===== config.mk =====
export PLATFORM = sky130hd
export DESIGN_NAME = multi_freq_gen
export DESIGN_NICKNAME = d
export VERILOG_FILES = /design/src/rtl/multi_freq_gen.sv
export SDC_FILE = /design/constraint.sdc
export NUM_CORES = 1
export LEC_CHECK = 0
export ABC_AREA = 0
export BUFFER_PORTS_ARGS = -buffer_cell sky130_fd_sc_hd__buf_2
export CORE_MARGIN = 2
export CORE_UTILIZATION = 50
export DETAILED_ROUTE_END_ITERATION = 6
export GPL_TIMING_DRIVEN = 0
export PLACE_DENSITY = 0.66
export SLEW_MARGIN = 20
export SYNTH_ARGS = -nofsm -noshare
export SYNTH_HDL_FRONTEND = slang
export SYNTH_SLANG_ARGS = --single-unit

===== constraint.sdc =====
create_clock -name clock -period 6.4 [get_ports clock]
set_input_delay 0.64 -clock clock [delete_from_list [all_inputs] [get_ports clock]]
set_output_delay 0.64 -clock clock [all_outputs]
set_load 0.01 [all_outputs]

===== src/rtl/multi_freq_gen.sv =====
// multi_freq_gen: per-channel clock divider with toggle, tick and PWM modes.
// Optional FREQ_GEN_SYNC_EN adds a sync input that phase-aligns all channels.
module multi_freq_gen #(
   parameter int CHANNELS = 4,
   parameter int WIDTH    = 28
) (
   input  logic                clock,
   input  logic                reset_n,
   input  logic [CHANNELS-1:0] enable,
   input  logic [CHANNELS-1:0] load,
   input  logic [WIDTH-1:0]    limit_in,
   input  logic [WIDTH-1:0]    duty_in,
   input  logic [1:0]          mode_in,
`ifdef FREQ_GEN_SYNC_EN
   input  logic                sync,
`endif
   output logic [CHANNELS-1:0] wave_out,
   output logic [CHANNELS-1:0] tick_out,
   output logic [CHANNELS-1:0] pending
);

   typedef enum logic [1:0] {
      M_TOGGLE = 2'b00,
      M_TICK   = 2'b01,
      M_PWM    = 2'b10
   } kind_t;

   // code 11 behaves as toggle
   function automatic kind_t kind(input logic [1:0] m);
      kind_t k;
      k = M_TOGGLE;
      if (m == 2'b01) k = M_TICK;
      if (m == 2'b10) k = M_PWM;
      return k;
   endfunction

   for (genvar i = 0; i < CHANNELS; i++) begin : g_ch
      logic [WIDTH-1:0] count, count_n;
      logic [WIDTH-1:0] lim_a, lim_s, lim_n;
      logic [WIDTH-1:0] duty_a, duty_s, duty_n;
      kind_t            mode_a, mode_s, mode_n;
      logic             pend, pend_n;
      logic             wave, wave_n;
      logic             tick;
      logic             bnd, sy, bypass, apply, chg;

`ifdef FREQ_GEN_SYNC_EN
      assign sy = sync & enable[i];
`else
      assign sy = 1'b0;
`endif

      // boundary detection, config hand-over and next output values
      always_comb begin
         bnd    = enable[i] && (count == lim_a);
         bypass = load[i] && (bnd || sy);
         apply  = bypass || (pend && (!enable[i] || bnd || sy));
         lim_n  = lim_a;
         duty_n = duty_a;
         mode_n = mode_a;
         if (bypass) begin
            lim_n  = limit_in;
            duty_n = duty_in;
            mode_n = kind(mode_in);
         end else if (apply) begin
            lim_n  = lim_s;
            duty_n = duty_s;
            mode_n = mode_s;
         end
         chg = (mode_n != mode_a);
         if (bypass)       pend_n = 1'b0;
         else if (load[i]) pend_n = 1'b1;
         else if (apply)   pend_n = 1'b0;
         else              pend_n = pend;
         if (!enable[i] || sy || bnd) count_n = '0;
         else                         count_n = count + 1'b1;
         wave_n = 1'b0;
         if (enable[i] && !sy) begin
            case (mode_n)
               M_TICK:  wave_n = bnd;
               M_PWM:   wave_n = (count_n < duty_n);
               default: wave_n = chg ? 1'b0 : (wave ^ bnd);
            endcase
         end
      end

      // channel state registers
      always_ff @(posedge clock or negedge reset_n) begin
         if (!reset_n) begin
            count  <= '0;
            lim_a  <= '0;
            duty_a <= '0;
            mode_a <= M_TOGGLE;
            lim_s  <= '0;
            duty_s <= '0;
            mode_s <= M_TOGGLE;
            pend   <= 1'b0;
            wave   <= 1'b0;
            tick   <= 1'b0;
         end else begin
            count  <= count_n;
            lim_a  <= lim_n;
            duty_a <= duty_n;
            mode_a <= mode_n;
            pend   <= pend_n;
            wave   <= wave_n;
            tick   <= bnd && !sy;
            if (load[i]) begin
               lim_s  <= limit_in;
               duty_s <= duty_in;
               mode_s <= kind(mode_in);
            end
         end
      end

      assign wave_out[i] = wave;
      assign tick_out[i] = tick;
      assign pending[i]  = pend;
   end

endmodule


==> results.toml <==
[run_status]
status = "complete, no violations"

[die]
num_rows = 88
die-height_um = 246.4
start_util_pct = 50.72
die_area_mm2 = 0.06071
fp.dieW_um = 246.4
ios = 80
core-area_mm2 = 0.05792

[synthesis]
synthFlopType = "dfrtp_1"
synth.net_count = 2930
synth_most_common_cell = "dfrtp_1"
async_flop_share_pct = 100.0
ys_ff_latch = 588
synth_area_leaders = "dfrtp_1 (50%), mux2_2 (8.8%), ha_1 (5.1%), xor2_1 (4.6%), mux2i_1 (4.1%)"
synth_top_cells_by_count = "dfrtp_1 (588), nand2_1 (267), mux2_2 (229)"
yosysWarnings = 0
syn_area_mm2 = 0.02938
synth_cell_types = 62
synth_edf_count = 0
yosysSeqAreaShare_pct = 50.09
synth_cells = 2742
yosysTopAreaCellShare_pct = 50.09
synth.largest_area_cell = "dfrtp_1"
avgSynthCellArea_um2 = 10.71

[power]
powerDensity_mw_per_mm2 = 297.7
p_total_mw = 9.877
ir_worst_vdd_uv = 233.3
leakagePower_nw = 15.78

[route]
first_pass_iters = 6
wl_per_cell_um = 24.12
vias = 21782
ant_nets = 0
viasPerCell = 5.874
finalWirelength_mm = 89.45
route.detailed.drc = 0
drt_iter0_markers = 1962

[clocking]
cts_tree = "yes"
cts.sinks = 588
root_buffer = "clkbuf_16"
clk_path_buf_depth = 3
ctsResizeCount = 0
ctsHoldBuffers = 1
cts_setup_buffers = 0
cts.clk_slew.worst_paths_ns = 0.06
cts_inserted_buffers = 67
htreeDepth = 3
insertion_delay_ns = 0.60

[sta]
tightestPinTransition_ns = 0.9637
fin_hold_ws_ns = 0.3286
setup_slack_ns = 1.074
maxSlewHeadroom_pct = 35.75
period_share_pct = 83.21
setup_viol = 0
max_freq_mhz = 187.8
skew_ns = 0.01297
final-max-slew-violation-count = 0
layout_min_cycle_time_ns = 5.326
grt_setup_unrepaired = "false"
hold_viol = 0

[critical_path]
slowest_delay_ns = 0.54
worst_setup_path_end_kind = "flop"
crit_fanout = 10
crit_arrival_ns = 5.83
required_ns = 6.91
crit_buf_inv = 2
crit_chain = "xor2_1 > nor4_1 > nand4_1 > o41ai_2 > buf_2 > buf_2 > and2_1 > a221oi_2 > ha_1 > a2111oi_0 > o21ai_0 > a221oi_1 > o41ai_1 > a41o_1 > a41oi_1 > a211oi_1 > a221oi_2"
start_kind = "flop"
worstSetupPathType = "flop to flop"
cp_slowest_cell = "o41ai_2"
crit_family = "compound AO/OA/AOI/OAI gates"

[global_route]
grt_use_total_pct = 30.20
gr-total-overflow = 0
grt_pass1_wl_mm = 136.0
grt_pass1_vias = 21958
antenna_found_initial = 6
grt_max_degree = 101

[placement]
placed_cells = 3586
post-place-ws_ns = 1.146
gpl.final_weighted_congestion = 0.9131
port_buffers = 73
dp.final_hpwl_mm = 63.43

[run]
maxCapViolations = 0

[finish]
fillers = 5031
nets = 3079
n_antenna_cell = 0
drive_gt1_share_pct = 17.70
syn2layout_area_growth_pct = 12.96
fin_cells = 3708

[min_path]
min_path_type = "primary input to flop"
area by class of cell:
type / instances / area [um2] / share of cell area, %
clock buffers: 103 / 2059 / 6.206
repair buffers: 80 / 550.5 / 1.659
multi-input cells: 1869 / 13440 / 40.51
clock inverters: 18 / 240.2 / 0.7240
well taps: 765 / 957.2 / 2.885
flip-flops and latches: 588 / 14710 / 44.34
inverters: 140 / 525.5 / 1.584
plain buffers: 145 / 693.2 / 2.089
cell families after synthesis:
logic type	synth area share, %
AO/OA/AOI/OAI	9.324
XOR/XNOR	6.530
adder cells (fa/ha/maj)	5.111
buffers and inverters	4.149
flip-flops	50.09
multiplexers	12.94
AND/OR/NAND/NOR	11.86
through the flow:
stage          TNS (ns)  utilization [%]  cell area (um2)
2_1_floorplan         0                -            29380
3_3_place_gp   -4301.35            53.01            30700
3_5_place_dp          0            53.31            30870
4_1_cts               0            57.30            33180
5_1_grt               0            57.30            33180
6_report              0            57.30            33180
tightest hold or removal path, delay by kind of cell:
kind	cells	cell delay (ns)
AOI/OAI and AO/OA	1	0.04
buffers and inverters	2	0.21
where the power goes:
group | leakage, nW | internal, mW | total (mW) | switching (mW)
Combinational | 7.41 | 0.612 | 1.45 | 0.835
Sequential | 7.23 | 4.14 | 4.41 | 0.271
Clock | 1.14 | 2.46 | 4.02 | 1.56
worst paths after layout:
path | start | to | slack (ns) | depth (start not counted)
max | g_ch[3].lim_a[25] | g_ch[3].wave | 1.07 | 17
min | enable[0] | g_ch[0].wave | 0.33 | 3
max reg2reg | g_ch[3].lim_a[25] | g_ch[3].wave | 1.07 | 17
min reg2reg | g_ch[3].lim_s[22] | g_ch[3].lim_a[22] | 0.46 | 2
max in group asynchronous | reset_n | g_ch[0].duty_s[10] | 4.16 | 5
min in group asynchronous | reset_n | g_ch[1].lim_s[12] | 0.58 | 2
cell usage in the layout, fill, tap and decap left out, types with 31 or more instances in the layout:
master	count
dfrtp_1	588
nand2_1	267
mux2_2	229
nor2_1	226
xor2_1	155
inv_1	136
a21oi_1	126
mux2i_1	121
ha_1	120
buf_2	115
o21ai_0	101
clkbuf_1	88
nand3_1	81
clkbuf_16	73
xnor2_1	64
nand4_1	52
a21o_1	45
and2_1	32
and3_1	31
a31oi_1	31
state kept, by name (all words and copies together), names as in the netlist, 8 cells and up:
signal and flops:
g_ch.duty_s 112, g_ch.lim_a 112, g_ch.mode_a 8, g_ch.duty_a 112
g_ch.count 112, g_ch.lim_s 112, g_ch.mode_s 8
layer usage:
| layer | part of all wire, % | track usage [%] | wire length [um] |
|---|---|---|---|
| met3 | 6.9 | 5.534 | 6149 |
| met5 | 0 | 0 | 0 |
| met1 | 45 | 43.58 | 40390 |
| met4 | 4.0 | 11.09 | 3565 |
| met2 | 44 | 45.46 | 39350 |
(Power assumes the default switching activity.)
